File: src/rtl/cla_seq_subtractor.sv
// Multi-cycle subtractor a - b - borrow_in, one GROUP_W-bit carry-lookahead slice per cycle.
// Latency: out_valid rises N_GROUPS edges after the accepting edge; one op per N_GROUPS+2 cycles.
// Backpressure: in_ready only in IDLE; result held stable in DONE until out_ready.
//
// Ports: clock/reset (sync, active-low); in_valid/in_ready/in_a/in_b/in_borrow operand handshake;
//        out_valid/out_ready/out_diff/out_borrow/out_ovf/out_zero result handshake and flags.
module cla_seq_subtractor #(
   parameter int WIDTH   = 12,
   parameter int GROUP_W = 3
) (
   input  logic             clock,
   input  logic             reset,
   input  logic             in_valid,
   output logic             in_ready,
   input  logic [WIDTH-1:0] in_a,
   input  logic [WIDTH-1:0] in_b,
   input  logic             in_borrow,
   output logic             out_valid,
   input  logic             out_ready,
   output logic [WIDTH-1:0] out_diff,
   output logic             out_borrow,
   output logic             out_ovf,
   output logic             out_zero
);

   localparam int N_GROUPS = WIDTH / GROUP_W;
   localparam int CNT_W    = (N_GROUPS > 1) ? $clog2(N_GROUPS) : 1;
   localparam int IDX_W    = (WIDTH > 1) ? $clog2(WIDTH) : 1;
   localparam logic [CNT_W-1:0] LAST_GRP = CNT_W'(N_GROUPS - 1);

   typedef enum logic [1:0] {IDLE, BUSY, DONE} state_t;

   state_t           state;
   logic [CNT_W-1:0] grp;
   logic             carry;
   logic [WIDTH-1:0] a_reg;
   logic [WIDTH-1:0] nb_reg;    // subtrahend stored already inverted
   logic [WIDTH-1:0] diff_reg;

   // current slice and its lookahead carries
   logic [IDX_W-1:0]   base;
   logic [GROUP_W-1:0] ga, gb, gp, gg, gs;
   logic [GROUP_W:0]   gc;
   logic [WIDTH-1:0]   next_diff;

   always_comb begin
      logic term;
      logic acc;
      base = IDX_W'(int'(grp) * GROUP_W);
      ga   = a_reg[base +: GROUP_W];
      gb   = nb_reg[base +: GROUP_W];
      gp   = ga | gb;
      gg   = ga & gb;
      gc   = '0;
      gc[0] = carry;
      // flattened lookahead: c[i] = G[i-1:0] | P[i-1:0] & carry_in
      for (int i = 1; i <= GROUP_W; i++) begin
         term = carry;
         for (int j = 0; j < i; j++) term = term & gp[j];
         acc = term;
         for (int j = 0; j < i; j++) begin
            term = gg[j];
            for (int k = j + 1; k < i; k++) term = term & gp[k];
            acc = acc | term;
         end
         gc[i] = acc;
      end
      gs = ga ^ gb ^ gc[GROUP_W-1:0];
      next_diff = diff_reg;
      next_diff[base +: GROUP_W] = gs;
   end

   always_ff @(posedge clock) begin
      if (!reset) begin
         state      <= IDLE;
         grp        <= '0;
         carry      <= 1'b0;
         a_reg      <= '0;
         nb_reg     <= '0;
         diff_reg   <= '0;
         out_borrow <= 1'b0;
         out_ovf    <= 1'b0;
         out_zero   <= 1'b0;
         in_ready   <= 1'b1;
         out_valid  <= 1'b0;
      end else begin
         case (state)
            IDLE: begin
               grp <= '0;
               if (in_valid) begin
                  a_reg    <= in_a;
                  nb_reg   <= ~in_b;
                  carry    <= ~in_borrow;
                  diff_reg <= '0;
                  state    <= BUSY;
                  in_ready <= 1'b0;
               end
            end
            BUSY: begin
               diff_reg <= next_diff;
               carry    <= gc[GROUP_W];
               if (grp == LAST_GRP) begin
                  // b's sign bit is ~nb_reg, so "signs differ" is a == nb
                  out_borrow <= ~gc[GROUP_W];
                  out_ovf    <= (a_reg[WIDTH-1] == nb_reg[WIDTH-1]) &&
                                (next_diff[WIDTH-1] != a_reg[WIDTH-1]);
                  out_zero   <= (next_diff == '0);
                  state      <= DONE;
                  out_valid  <= 1'b1;
               end else begin
                  grp <= grp + 1'b1;
               end
            end
            DONE: begin
               if (out_ready) begin
                  state     <= IDLE;
                  out_valid <= 1'b0;
                  in_ready  <= 1'b1;
               end
            end
            default: begin
               state     <= IDLE;
               in_ready  <= 1'b1;
               out_valid <= 1'b0;
            end
         endcase
      end
   end

   assign out_diff = diff_reg;

endmodule

File: config.mk
export PLATFORM = sky130hd
export DESIGN_NAME = cla_seq_subtractor
export DESIGN_NICKNAME = d
export VERILOG_FILES = /design/src/rtl/cla_seq_subtractor.sv
export SDC_FILE = /design/constraint.sdc
export NUM_CORES = 1
export LEC_CHECK = 0
export ABC_AREA = 1
export CORE_ASPECT_RATIO = 0.8
export CORE_MARGIN = 2
export CORE_UTILIZATION = 30
export CTS_CLUSTER_SIZE = 28
export DETAILED_ROUTE_END_ITERATION = 8
export GPL_TIMING_DRIVEN = 0
export PLACE_DENSITY_LB_ADDON = 0.1
export SLEW_MARGIN = 30
export SYNTH_ARGS = -nofsm -noshare
export SYNTH_HDL_FRONTEND = slang
export SYNTH_SLANG_ARGS = --single-unit
export TNS_END_PERCENT = 10
File: constraint.sdc
create_clock -name clock -period 3.2 [get_ports clock]
set_clock_uncertainty 0.05 [all_clocks]
set_input_delay 0.32 -clock clock [delete_from_list [all_inputs] [get_ports clock]]
set_output_delay 0.32 -clock clock [all_outputs]
set_load 0.01 [all_outputs]
# Yosys cells after proc, flatten, opt, wreduce, memory -nomap -nowiden
# Cells that the tools add are included.
# totals
register_bits	46
input_bits	29
out_inout_bits	17
# classes
add_sub_neg	2
mul	1
eq_ne	9
shifts	4
muxes	17
bitwise_logic	21
n_reduce_logical	11
# op_table
operator	n
$pmux 12 s2	1
$shiftx 12x5->3	2
$bwmux 12	1
$logic_not 12->1	1
$mux 12	1
$not 12->12	1
$shift 3x6->12 const A	1
$shiftx 3x6->12	1
$reduce_and 3->1	3
$mux 2	4
$ne 2x2->1 const B	4
$reduce_and 2->1	4
$and 1x1->1	6
$neg 4->6	1
$or 1x1->1	6
$pmux 1 s3	2
$pmux 2 s3	1
$xor 3x3->3	2
$mux 1	5
$eq 2x2->1 const B	2
$mul 2x2->4 const B	1
$not 1->1	4
$pmux 2 s2	1
$and 3x3->3	1
other kinds (9)	9

# Logic depth before layout (Yosys ltp)
# Gate-level depths: netlist (run 1).
# logic_depth
depth_word	12
mapped_depth	17
depth_no_buf	16

# Worst setup path before layout (run 1)
# OpenSTA, ideal clock, no wires.
# synth_path
path_kind	reg2reg
from	register grp[0]
to	register out_zero
setup_ns	0.070
arrival_ns	2.323
slack_ns	0.757
stages_incl_launch_ff	15
period_less_slack_ns	2.443
cell_sequence	dfxtp_1 buf_6 buf_2 nand2_1 a32oi_1 fa_1 nand2_2 nor2_2 a21oi_4 nand2_1 nor2_1 nand3_1 nor2_1 nand4_1 a21oi_1
# synth_between
elab_chain_len	11
elab_cells_between_ends	20
classes_between	add/sub: 1; mul: 1; eq/ne: 1; shift: 4; mux: 1; bitwise: 10; reduce/logical: 2
# synth_lines
item	line	text
start: declaration	34	logic [CNT_W-1:0] grp;
start signal: assignment	111	grp <= grp + 1'b1;
$mul 2x2->4	49	base = IDX_W'(int'(grp) * GROUP_W);
$shiftx 12x5->3 (on tied branches)	50, 51	
$or 3x3->3	52	gp = ga | gb;
$and 1x1->1 (2 in series)	59	for (int j = 0; j < i; j++) term = term & gp[j];
$or 1x1->1 (2 in series)	64	acc = acc | term;
$xor 3x3->3	68	gs = ga ^ gb ^ gc[GROUP_W-1:0];
$shiftx 3x6->12	70	next_diff[base +: GROUP_W] = gs;
$bwmux 12	70	
$logic_not 12->1	107	out_zero <= (next_diff == '0);
end signal: assignment	107	
end: declaration	23	output logic out_zero
# Several ways; a longest one is shown, not always the timed one.
# A chain may end at the register's enable or synchronous reset.

# Final worst setup path (run 1)
# Ends and elaborated chain as after synthesis.

==> results.sh, run 1 <==
export IMPL_synth_area_um2=2350
export IMPL_drtIter0Drc=127
export IMPL_n_antenna_cell=0
export IMPL_ctsRootBufferMaster="clkbuf_8"
export IMPL_status="completed"
export IMPL_die_w_um=103
export IMPL_cts_htree_levels=2
export IMPL_slew_headroom=0.639
export IMPL_synth_seq_cells=46
export IMPL_syn_inst=330
export IMPL_tightest_slew_ps=542
export IMPL_wire_per_inst_um=12.8
export IMPL_worst_slack_ps=327
export IMPL_grt_pass1_vias=2133
export IMPL_fmaxAchievable_mhz=348
export IMPL_ctsHoldBuffers=0
export IMPL_yosysSeqAreaShare=0.391
export IMPL_final_setup_viol_count=0
export IMPL_synth_top_area_share=0.391
export IMPL_clk_latency_ps=300
export IMPL_synth_cell_types=31
export IMPL_hold_ws_ps=326
export IMPL_synth_area_leaders="dfxtp_1 (39%), nand2_1 (11%), a21oi_1 (7.4%), nor2_1 (7.2%), ha_1 (6.4%)"
export IMPL_worstSetupStartpointType="flip-flop"
export IMPL_drc=0
export IMPL_ioPinCount=46
export IMPL_clkTransAtPathRegs_ps=90
export IMPL_cts_inserted_buffers=5
export IMPL_gp_congestion=0.823
export IMPL_mostFrequentLayoutCells="nand2_1 (71), nor2_1 (45), dfxtp_1 (45), clkdlybuf4s50_1 (44), a21oi_1 (35)"
export IMPL_grt_max_degree=14
export IMPL_initial_utilization=0.314
export IMPL_yosys_area_top_type="dfxtp_1"
export IMPL_setup_tns_final_ps=0
export IMPL_fill_cells=805
export IMPL_post_cts_buffers=0
export IMPL_power_density_nw_per_um2=415
export IMPL_wl_met1_um=3460
export IMPL_antenna_found_initial=0
export IMPL_dr_pass1_iters=4
export IMPL_required_ps=3370
export IMPL_clockBufferDepth=2
export IMPL_placementRows=28
export IMPL_routed_wirelength_um=6210
export IMPL_overflow=0
export IMPL_portBuffers=44
export IMPL_vias_per_cell=4.54
export IMPL_period_share=0.898
export IMPL_design_die_area_um2=8570
export IMPL_post_dp_hpwl_um=4700
export IMPL_fp_dieH_um=83.2
export IMPL_slowest_stage="fa_1"
export IMPL_leakage_nw=1.22
export IMPL_path_class="reg2reg"
export IMPL_maxCapViolCount=0
export IMPL_peakVddDrop_uv=175
export IMPL_layout_drive_gt1_share=0.0840
export IMPL_met2_length_um=2440
export IMPL_rsz0062_at_grt="false"
export IMPL_ys_warn_count=0
export IMPL_num_vias=2206
export IMPL_grt_usage=0.153
export IMPL_crit_path_end_kind="flip-flop"
export IMPL_crit_fanout=10
export IMPL_cp_arrival_ps=3050
export IMPL_cts_tree="built"
export IMPL_max_stage_delay_ps=520
export IMPL_hold_viol_final=0
export IMPL_path_cells="buf_6 -> buf_2 -> nand2_1 -> a32oi_2 -> fa_1 -> nand2_2 -> nor2_2 -> nand2_1 -> o211ai_1 -> nor2_1 -> nand3_1 -> nor2_1 -> nand4_1 -> a21oi_1"
export IMPL_final_max_slew_violation_count=0
export IMPL_syn_nets=372
export IMPL_top_layer_used="met4"
export IMPL_hp_class="in2reg"
export IMPL_final_common_cell="nand2_1"
export IMPL_syn_avg_cell_area_um2=7.13
export IMPL_coreArea_um2=7500
export IMPL_detailedPlace_worstSlack_ps=98.8
export IMPL_period_needed_ps=2870
export IMPL_finalCoreUtilization=0.403
export IMPL_wl_met3_um=282
export IMPL_grt_pass1_wl_um=10500
export IMPL_fin_nets=423
export IMPL_numClockSinks=46
export IMPL_syn2layout_area_growth_pct=28.5
export IMPL_ant_nets=0
## worst max-delay path, delay by kind of cell (launching register included)
family,cells,cell delay (ps)
AO/OA/AOI/OAI,3,600
flip-flops,1,400
adder cells (fa/ha/maj),1,520
buffers and inverters,2,400
AND/OR/NAND/NOR,8,830
## cell usage after synthesis (all sizes together)
library cell,instances
nand4,6
o21a,2
clkbuf,5
o21bai,1
o211ai,1
nand2,73
fa,1
a2bb2oi,2
nor3,1
a32oi,6
o21ai,30
ha,12
nor2,49
clkinv,2
inv,36
dfxtp,46
a221oi,1
nand3,8
a31oi,1
buf,10
a21oi,36
a21o,1
## layout make-up
class                      count  area (µm²)  share of cell area
multi-input combinational    231        1210               0.402
tap                          105         131              0.0435
clock buffer                   6        72.6              0.0240
clock inverter                 1        7.51             0.00248
sequential                    46         922               0.305
inverter                      38         143              0.0472
buffer                        15        90.1              0.0298
timing repair buffer          44         440               0.146
## metal layers
metal  vias to the layer above  global-route usage
met5                         -                   0
met4                         0              0.0263
met3                         2              0.0328
met2                        47               0.210
met1                       982               0.242
li1                       1175                   -
## cells by family (layout without fill, tap and decap cells)
kind of cell | Yosys count | after routing | share of synthesized area
compound gates | 81 | 81 | 0.197
fa+ha+maj | 13 | 13 | 0.0723
buf+inv | 53 | 104 | 0.0984
flops | 46 | 46 | 0.391
simple gates | 137 | 137 | 0.240
## through the flow
step / power, mW / cell area [µm²] / instances
after floorplan: 0.817 / 2350 / 330
after global placement: 0.916 / 2920 / 479
after detailed placement: 0.918 / 2920 / 479
after CTS: 1.27 / 3000 / 486
after global routing: 1.34 / 3020 / 486
final: 1.25 / 3020 / 486
## path summary, 6_finish.rpt
path                to  cells after the start  slack [ps]  startpoint
min          nb_reg[3]                      3         330       reset
max           out_zero                     14         330      grp[0]
max reg2reg   out_zero                     14         330      grp[0]
min reg2reg   in_ready                      2         410    in_ready
## power by group
part	internal (mW)	switching [mW]
logic	0.115	0.163
registers	0.605	0.0235
clock network	0.150	0.197
total	0.871	0.383
## timing repair
action                                  CTS  global route
endpoints found under the setup margin    0             1
gates resized for setup                   0             5
hold endpoints to repair                  0             0
(Power assumes the default switching activity.)
==> inputs of run 2 (changes only) <==
- clock period: 3.2 -> 2.5 ns (I/O delays scaled with it)
==> run 2 against run 1 <==
The flow now finishes with violations (negative setup slack). Non-clock buffer count grew 14. Sequential share of layout area decreased by 2.1 points. Final cell count up 2.9%. Critical path type unchanged.
==> results.sh, run 2 (synthesis gave the netlist of run 1 again) <==
export IMPL_path_class="reg2reg"
export IMPL_met2_usage=0.224
export IMPL_post_dp_hpwl_um=4700
export IMPL_grt_pass1_vias=2241
export IMPL_p_sw_mw=0.514
export IMPL_period_needed_ps=2530
export IMPL_slew_headroom=0.640
export IMPL_status="complete, but fails checks"
export IMPL_antenna_found_initial=0
export IMPL_vias_per_cell=4.49
export IMPL_fill_cells=793
export IMPL_clockBufferDepth=2
export IMPL_met3_usage=0.0328
export IMPL_initial_utilization=0.314
export IMPL_cts_tree="built"
export IMPL_worstSetupStartpointType="flip-flop"
export IMPL_overflow=0
export IMPL_layout_drive_gt1_share=0.144
export IMPL_die_w_um=103
export IMPL_regArea_um2=926
export IMPL_required_ps=2680
export IMPL_grt_max_degree=14
export IMPL_syn2layout_area_growth_pct=38.6
export IMPL_final_max_slew_violation_count=0
export IMPL_power_total_mw=1.68
export IMPL_hp_class="in2reg"
export IMPL_mostFrequentLayoutCells="nand2_1 (67), dfxtp_1 (44), clkdlybuf4s50_1 (44), nor2_1 (43), a21oi_1 (33)"
export IMPL_design_die_area_um2=8570
export IMPL_rsz0062_at_grt="true"
export IMPL_final_cell_area_um2=3260
export IMPL_multi_input_area_um2=1280
export IMPL_timing_rr_end="out_zero"
export IMPL_clkTransAtPathRegs_ps=90
export IMPL_placed_cell_area_um2=2920
export IMPL_portBuffers=44
export IMPL_r2r_start="grp[0]"
export IMPL_num_vias=2247
export IMPL_grt_util_met1=0.247
export IMPL_tightest_slew_ps=540
export IMPL_drc=0
export IMPL_cp_arrival_ps=2700
export IMPL_grt_pass1_wl_um=10900
export IMPL_fp_dieH_um=83.2
export IMPL_dr_pass1_iters=4
export IMPL_cp_startpoint="grp[0]"
export IMPL_worst_slack_ps=-25.1
export IMPL_fin_nets=437
export IMPL_final_setup_viol_count=1
export IMPL_drtIter0Drc=89
export IMPL_p_int_mw=1.17
export IMPL_maxCapViolCount=0
export IMPL_numClockSinks=46
export IMPL_wire_per_inst_um=13.0
export IMPL_crit_fanout=6
export IMPL_clk_latency_ps=300
export IMPL_min_delay_path_depth=3
export IMPL_crit_path_end_kind="flip-flop"
export IMPL_peakVddDrop_uv=224
export IMPL_violations="negative setup slack"
export IMPL_ctsRootBufferMaster="clkbuf_8"
export IMPL_n_antenna_cell=0
export IMPL_busiest_layer="met1"
export IMPL_gp_congestion=0.823
export IMPL_placementRows=28
export IMPL_coreArea_um2=7500
export IMPL_p_clk_frac=0.264
export IMPL_hp_start="reset"
export IMPL_period_share=1.01
export IMPL_ff2ff_path_depth=14
export IMPL_fmaxAchievable_mhz=396
export IMPL_power_density_nw_per_um2=515
export IMPL_final_common_cell="nand2_1"
export IMPL_comb_power_share=0.256
export IMPL_hold_end="nb_reg[3]"
export IMPL_swShare=0.306
export IMPL_routed_wirelength_um=6520
export IMPL_leakage_nw=1.33
export IMPL_ioPinCount=46
export IMPL_cts_htree_levels=2
export IMPL_ant_nets=0
export IMPL_cts_inserted_buffers=5
export IMPL_grt_usage=0.159
export IMPL_rrSetupSlack_ps=-30
export IMPL_pwr_share_seq=0.480
export IMPL_hold_viol_final=0
==> run 2: how the worst max path moves through the flow <==
stage	depth (start not counted)	endpoint	slack (ps)
finish	14	out_zero	-30
CTS	14	out_zero	-30
global route	14	out_zero	-160
floorplan	14	out_zero	60
detailed placement	14	out_zero	-600
global placement	14	out_zero	-600
==> run 2: through the flow <==
step	hold slack [ps]	TNS (ps)	cells	setup slack (ps)	utilization
finish	262	-25.1	500	-25.1	0.435
floorplan	289	0	330	56.8	-
CTS	252	-31.9	499	-31.9	0.431
detailed placement	391	-2300	479	-601	0.390
global placement	398	-2280	479	-604	0.390
global route	265	-228	500	-161	0.435
==> run 2: critical path, cell delays in order (launching register included) <==
cell and delay, ps:
dfxtp_4 410, buf_8 110, buf_8 120, a21oi_2 70, a32oi_4 220, fa_1 500
nand2_2 140, nor2_4 50, nand2_1 70, o211ai_1 120, nor2_1 120, nand3_1 90
nor2_2 130, nand4_1 110, a21oi_1 140
==> run 2: final cells by class <==
class                           instances  area share
Buffer                                 15      0.0376
Clock buffer                            6      0.0223
Clock inverter                          1     0.00230
Inverter                               38      0.0460
Multi-Input combinational cell        231       0.393
Sequential cell                        46       0.284
Tap cell                              105      0.0403
Timing Repair Buffer                   58       0.175
==> run 2: timing repair <==
item                       4_1_cts  5_1_grt
gates resized for setup         27        5
setup buffers                   11        1
setup endpoints to repair       14        2
hold buffers                     0        0
pin swaps                       10       13
cloned                           2        0
hold endpoints to repair         0        0
==> run 2: metal layers <==
layer  wire [µm]  share of wire
met2        2620           0.40
met1        3480           0.53
met3         406          0.062
met4          20         0.0031
met5           0              0
==> run 2: power by group through the flow <==
stage	Combinational [mW]	Clock [mW]	Sequential, mW
2_1_floorplan	0.233	0	0.814
3_3_place_gp	0.351	0	0.822
3_5_place_dp	0.354	0	0.821
4_1_cts	0.419	0.462	0.807
5_1_grt	0.479	0.492	0.813
6_report	0.430	0.443	0.807
